$ cat config.mk
export PLATFORM = sky130hd
export DESIGN_NAME = tdm_demux_1_8
export DESIGN_NICKNAME = d
export VERILOG_FILES = /design/src/rtl/tdm_demux_1_8.sv
export SDC_FILE = /design/constraint.sdc
export NUM_CORES = 1
export LEC_CHECK = 0
export CORE_UTILIZATION = 40
export DETAILED_ROUTE_END_ITERATION = 7
export SYNTH_ARGS = -nofsm -noshare
export SYNTH_HDL_FRONTEND = slang
export SYNTH_SLANG_ARGS = --single-unit
export TNS_END_PERCENT = 100
$ cat constraint.sdc
create_clock -name i_clk -period 5.6 [get_ports i_clk]
set_input_delay 1.12 -clock i_clk [delete_from_list [all_inputs] [get_ports i_clk]]
set_output_delay 1.12 -clock i_clk [all_outputs]
set_load 0.03 [all_outputs]
$ cat src/rtl/tdm_demux_1_8.sv
// TDM serial-to-parallel demultiplexer: slots 0..7 of a framed bit stream
// are collected into an 8-bit code, with hunt/lock alignment and flywheel.
module tdm_demux_1_8 #(
    parameter int unsigned SYNC_REQUIRED = 1,
    parameter int unsigned MAX_MISS      = 2
) (
    input  logic       i_clk,
    input  logic       i_rst_n,
    input  logic       i_en,
    input  logic       i_d,
    input  logic       i_sync,
    output logic [7:0] o_code,
    output logic       o_valid,
    output logic       o_err,
    output logic       o_locked,
    output logic [2:0] o_sel_code
);

    localparam int unsigned SLOT_W = 3;
    localparam int unsigned CODE_W = 8;
    localparam int unsigned MISS_W = 3;

    localparam logic [0:0] ST_HUNT  = 1'b0;
    localparam logic [0:0] ST_RUN   = 1'b1;
    localparam logic [0:0] ST_RESET = (SYNC_REQUIRED != 0) ? ST_HUNT : ST_RUN;

    localparam logic [SLOT_W-1:0] FIRST_SLOT = SLOT_W'(0);
    localparam logic [SLOT_W-1:0] LAST_SLOT  = SLOT_W'(CODE_W - 1);
    localparam logic [MISS_W-1:0] MISS_LIMIT = MISS_W'(MAX_MISS);

    logic [0:0]        r_state;
    logic [SLOT_W-1:0] r_slot;
    logic [CODE_W-1:0] r_shadow;
    logic [MISS_W-1:0] r_miss;
    logic [CODE_W-1:0] r_code;
    logic              r_valid;
    logic              r_err;

    logic [0:0]        w_state;
    logic [SLOT_W-1:0] w_slot;
    logic [CODE_W-1:0] w_shadow;
    logic [MISS_W-1:0] w_miss;
    logic [MISS_W-1:0] w_miss_inc;
    logic [CODE_W-1:0] w_code;
    logic              w_valid;
    logic              w_err;

    // State and datapath registers
    always_ff @(posedge i_clk or negedge i_rst_n) begin
        if (!i_rst_n) begin
            r_state  <= ST_RESET;
            r_slot   <= FIRST_SLOT;
            r_shadow <= '0;
            r_miss   <= '0;
            r_code   <= '0;
            r_valid  <= 1'b0;
            r_err    <= 1'b0;
        end else begin
            r_state  <= w_state;
            r_slot   <= w_slot;
            r_shadow <= w_shadow;
            r_miss   <= w_miss;
            r_code   <= w_code;
            r_valid  <= w_valid;
            r_err    <= w_err;
        end
    end

    // Next-state: alignment tracking, slot capture and frame completion
    always_comb begin
        w_state    = r_state;
        w_slot     = r_slot;
        w_shadow   = r_shadow;
        w_miss     = r_miss;
        w_code     = r_code;
        w_valid    = 1'b0;
        w_err      = 1'b0;
        w_miss_inc = MISS_W'(r_miss + MISS_W'(1));

        if (i_en) begin
            if (r_state == ST_HUNT) begin
                if (i_sync) begin
                    w_state  = ST_RUN;
                    w_shadow = {{(CODE_W-1){1'b0}}, i_d};
                    w_slot   = SLOT_W'(1);
                    w_miss   = '0;
                end
            end else begin
                if (i_sync && (r_slot != FIRST_SLOT)) begin
                    // Misaligned marker restarts the frame; wins over completion
                    w_err    = 1'b1;
                    w_shadow = {{(CODE_W-1){1'b0}}, i_d};
                    w_slot   = SLOT_W'(1);
                    w_miss   = '0;
                end else if (r_slot == FIRST_SLOT) begin
                    if (!i_sync && (w_miss_inc >= MISS_LIMIT)) begin
                        w_state  = ST_HUNT;
                        w_slot   = FIRST_SLOT;
                        w_shadow = '0;
                        w_miss   = '0;
                    end else begin
                        w_shadow = {{(CODE_W-1){1'b0}}, i_d};
                        w_slot   = SLOT_W'(1);
                        w_miss   = i_sync ? '0 : w_miss_inc;
                    end
                end else if (r_slot == LAST_SLOT) begin
                    w_code   = {i_d, r_shadow[CODE_W-2:0]};
                    w_valid  = 1'b1;
                    w_shadow = '0;
                    w_slot   = FIRST_SLOT;
                end else begin
                    w_shadow[r_slot] = i_d;
                    w_slot           = SLOT_W'(r_slot + SLOT_W'(1));
                end
            end
        end
    end

    assign o_code     = r_code;
    assign o_valid    = r_valid;
    assign o_err      = r_err;
    assign o_locked   = (r_state == ST_RUN);
    assign o_sel_code = r_slot;

endmodule

# [After elaboration in Yosys (flattened, before gate mapping)]
# Cells that the tools add are included.
# Widths: inputs -> output; s select.
[word_totals] in_bits=5 reg_bits=25 output_inout_bits=14 elab_cells=60
[op_classes] n_bitwise=2 eq_ne=2 add_sub_neg=2 muxes=34 n_lt_le_gt_ge=3 reduce_logical=10
[ops] cell="$mux 8" count=5
[ops] cell="$mux 3" count=11
[ops] cell="$mux 1" count=16
[ops] cell="$bwmux 8" count=1
[ops] cell="$add 3x1->3 const B" count=2
[ops] cell="$reduce_and 5->1" count=1
[ops] cell="$lt 3x4->1 const B" count=1
[ops] cell="$demux 1 s3" count=1
[ops] cell="$eq 3x3->1 const B" count=1
[ops] cell="$ge 3x1->1 const B" count=1
[ops] cell="$ge 3x2->1 const B" count=1
[ops] cell="$logic_and 1x1->1" count=3
[ops] cell="$logic_not 3->1" count=1
[ops] cell="$ne 3x1->1 const B" count=1
[ops] cell="$reduce_and 3->1" count=1
[ops] cell="$reduce_bool 3->1" count=1
[ops] cell="$not 1->1" count=2
[ops] cell="$reduce_and 2->1" count=1
[ops] cell="$reduce_bool 2->1" count=1
[ops] cell="$logic_not 1->1" count=1

# [Logic depth before layout (Yosys ltp)]
[logic_depth] ltp_word=9 ltp_mapped=8 mapped_depth_nobuf=6

# [Worst setup path after synthesis]
# Ideal clock, no wire load.
[synth_timing] path_type="register to register" startpoint="register r_slot[1] (netlist: o_sel_code[1])" endpoint="register r_code[7] (netlist: o_code[7])" required_time_ns=5.475 slack_ns=3.403 period_less_slack_ns=2.197 stages_incl_launch_ff=8 n_path_buf=2 setup_ns=0.125 t_arrival_ns=2.072 cell_sequence="dfrtp_1 > clkbuf_1 > inv_1 > ha_1 > nor2b_1 > buf_6 > nor3_4 > mux2_2"
[synth_via] elab_chain_cells=4 elab_cells_between_ends=7 classes_between="eq/ne: 1; bitwise: 2; reduce/logical: 4"
[synth_rtl] item="start: declaration" line="32" rtl="logic [SLOT_W-1:0] r_slot;"
[synth_rtl] item="start signal: assignment" line="60" rtl="r_slot <= w_slot;"
[synth_rtl] item="$reduce_bool 3->1" line="89" rtl="if (i_sync && (r_slot != FIRST_SLOT)) begin"
[synth_rtl] item="$logic_and 1x1->1" line="89"
[synth_rtl] item="$not 1->1 (no source line)"
[synth_rtl] item="$reduce_and 5->1 (no source line) *"
[synth_rtl] item="end signal: assignment" line="63" rtl="r_code <= w_code;"
[synth_rtl] item="end: declaration" line="35" rtl="logic [CODE_W-1:0] r_code;"
# Mark *: on every way between the ends. The rest lies on a longest branch, timed or not.
# A chain may end at the register's enable or synchronous reset.

# [Worst setup path in the final report]
[layout_timing] startpoint="register r_slot[0] (netlist: o_sel_code[0])" endpoint="output port o_sel_code[0]"
[layout_rtl] item="end: declaration" line="16" rtl="output logic [2:0] o_sel_code"
# No word-level cell between the ends.

==> flow_metrics.tcl <==
set metrics [dict create \
    grt_pass1_vias 850 \
    cp.required_ns 4.48 \
    grtUsageTotal_pct 16.2 \
    netlist_area_sq_mm 0.00122 \
    synth_seq_cells 24 \
    core_area_sq_mm 0.00283 \
    post-cts-setup-buffers 0 \
    ios 19 \
    clock_latency_ns 0.32 \
    worst_hold_slack_ns 0.523 \
    viasPerCell 5.78 \
    netlist_instances 107 \
    rsz0062_at_grt "false" \
    wl_um 2290 \
    numPlacedInstances 150 \
    cts_tree "yes" \
    path_class "flop to output port" \
    crit_fanout 13 \
    p_leak_nw 0.656 \
    synthToLayoutAreaGrowth_pct 19.2 \
    numClockSinks 24 \
    dp_hpwl_um 1560 \
    relSlewSlack_pct 29.3 \
    syn_avg_cell_area_sq_um 11.4 \
    drive_gt1_share_pct 13.8 \
    cts_buffers 3 \
    min_path_type "flop to flop" \
    fin_crit_ns 2.80 \
    row_count 19 \
    cts_root_buf "clkbuf_4" \
    crit_family "buffers and inverters" \
    htree_levels 1 \
    crit_buf_inv 1 \
    tns_ns 0 \
    yosys.area_share.simple_pct 15.6 \
    clk_pin_slew_ns 0.13 \
    cp_cell_sequence "clkdlybuf4s50_1" \
    tightest_slew_ns 1.06 \
    post-route-util_pct 51.4 \
    synthMuxAreaShare_pct 11.1 \
    hold_violations 0 \
    final_cells 154 \
    synth_fa_ha_area_share_pct 5.13 \
    design.die.area_sq_mm 0.00327 \
    drt-initial-drc-count 38 \
    antenna_found_initial 0 \
    critPathSlowestCell "clkdlybuf4s50_1" \
    grt_overflow 0 \
    critPathLaunchType "flop" \
    clock_skew_ns 0.00167 \
    grt_pass1_wl_um 4080 \
    dr.pass1.iters 4 \
    antenna_left 0 \
    setup_viol 0 \
    n_antenna_cell 0 \
    irDropWorstVdd_uv 190 \
    die_w_um 57.2 \
    grt_max_degree 25 \
    status "finished, final reports clean" \
    cap_violations 0 \
    power_density_mw_per_mm2 425 \
    pre_cts_slack_ns 2.62 \
    dpl-instance-area_sq_mm 0.00140 \
    p_total_mw 0.619 \
    syn-num-nets 117 \
    synthXorXnorAreaFrac_pct 0.718 \
    fp.dieH_um 57.2 \
    clock_path_buffers 2 \
    crit_path_end_kind "output port" \
    drc_errors 0 \
    vias 890 \
    fin_nets 134 \
    synth-compound-area-share_pct 13.6 \
    port_buffers 18 \
    initial_core_util_pct 43.1 \
    slew_viol_final 0 \
    ys_warn_count 0 \
    clock.fmax_mhz 358 \
    cts_hold_buf 0 \
    critPathArrivalTime_ns 1.68 \
    yosysUniqueCellTypes 34 \
    gp_congestion 0.760 \
    finalWorstSetupSlack_ns 2.80 \
    post-route-period-util_pct 49.9 \
    ys_seq_area_share_pct 49.2 \
    design_area_sq_mm 0.00145 \
    synth_top_family_by_area "simple AND/OR/NAND/NOR gates" \
    cpPeakStageDelay_ns 0.76 \
    fill_cells 239 \
    ctsResizeCount 0 \
    wl_per_cell_um 14.8 \
]
-- cells by family after synthesis --
kind of cell,Yosys count
AND/OR/NAND/NOR,32
AO/OA/AOI/OAI,22
adder cells (fa/ha/maj),5
multiplexers,12
buffers and inverters,11
flip-flops,24
XOR/XNOR,1
-- Yosys cell counts --
cell type / number / share of area, %
mux2_4: 1 / 1.2
o21a_1: 1 / 0.62
clkbuf_1: 1 / 0.31
nor4bb_2: 1 / 1.3
nand3_1: 3 / 1.2
nand2b_1: 3 / 1.5
a21oi_1: 3 / 1.2
and2_1: 3 / 1.5
nor2_2: 1 / 0.51
mux2i_1: 3 / 2.5
o31ai_4: 1 / 1.7
nand2_1: 9 / 2.8
dfrtp_1: 24 / 49
o31a_1: 1 / 0.72
xor2_1: 1 / 0.72
buf_6: 1 / 0.92
o311ai_0: 3 / 2.2
nor3_4: 1 / 1.3
mux2_2: 8 / 7.4
nor3_1: 1 / 0.41
nand4b_1: 1 / 0.72
nor2b_1: 1 / 0.51
inv_1: 5 / 1.5
or3_1: 2 / 1.0
nand4_1: 1 / 0.51
a41oi_1: 1 / 0.72
o22ai_1: 3 / 1.5
o41ai_1: 4 / 2.9
nor3b_1: 2 / 1.2
buf_2: 3 / 1.2
nor2_1: 3 / 0.92
buf_4: 1 / 0.62
ha_1: 5 / 5.1
o21ai_0: 5 / 2.1
-- power by group --
part,total (mW),switching (mW),internal (mW)
clock network,0.127,0.0546,0.0724
logic,0.243,0.138,0.106
registers,0.248,0.0426,0.206
-- per-layer routing --
metal	track usage [%]	vias to the layer above	routed length (um)
met5	0	-	0
met4	5.23	0	38
met3	2.95	5	86
met2	25.0	28	1040
met1	23.0	433	1120
li1	-	424	-
-- worst paths after layout --
path | slack, ns | end | cells past startpoint | from
max reg2reg | 3.03 | o_sel_code[0] | 6 | o_sel_code[0]
max | 2.80 | o_sel_code[0] | 1 | o_sel_code[0]
min reg2reg | 0.52 | o_code[5] | 1 | r_shadow[5]
min | 0.52 | o_code[5] | 1 | r_shadow[5]
min in group asynchronous | 1.36 | o_code[4] | 1 | i_rst_n
max in group asynchronous | 3.62 | o_sel_code[2] | 1 | i_rst_n
-- sequential cells by signal, indices dropped and copies added (netlist names) --
name and flops:
o_code 8, o_sel_code 3, o_err 1, o_valid 1, o_locked 1, r_miss 3, r_shadow 7
-- layout make-up --
class	instances	area, sq um	share of cell area, %
clock buffers	3	22.5	1.55
clock inverters	1	30.0	2.07
inverters	5	18.8	1.29
multi-input cells	72	563	38.7
flip-flops and latches	24	601	41.3
well taps	31	38.8	2.67
repair buffers	18	180	12.4
-- cell usage in the layout, fill, tap and decap left out, types with 2 or more instances in the layout --
master	Yosys	final
dfrtp_1	24	24
clkdlybuf4s50_1	0	18
nand2_1	9	9
mux2_2	8	8
inv_1	5	5
o21ai_0	5	5
ha_1	5	5
o41ai_1	4	4
nand2b_1	3	3
nor2_1	3	3
nand3_1	3	3
mux2i_1	3	3
and2_1	3	3
a21oi_1	3	3
o22ai_1	3	3
o311ai_0	3	3
clkbuf_4	0	3
or3_1	2	2
nor3b_1	2	2
Note: power is estimated with default switching activity, not from simulation.
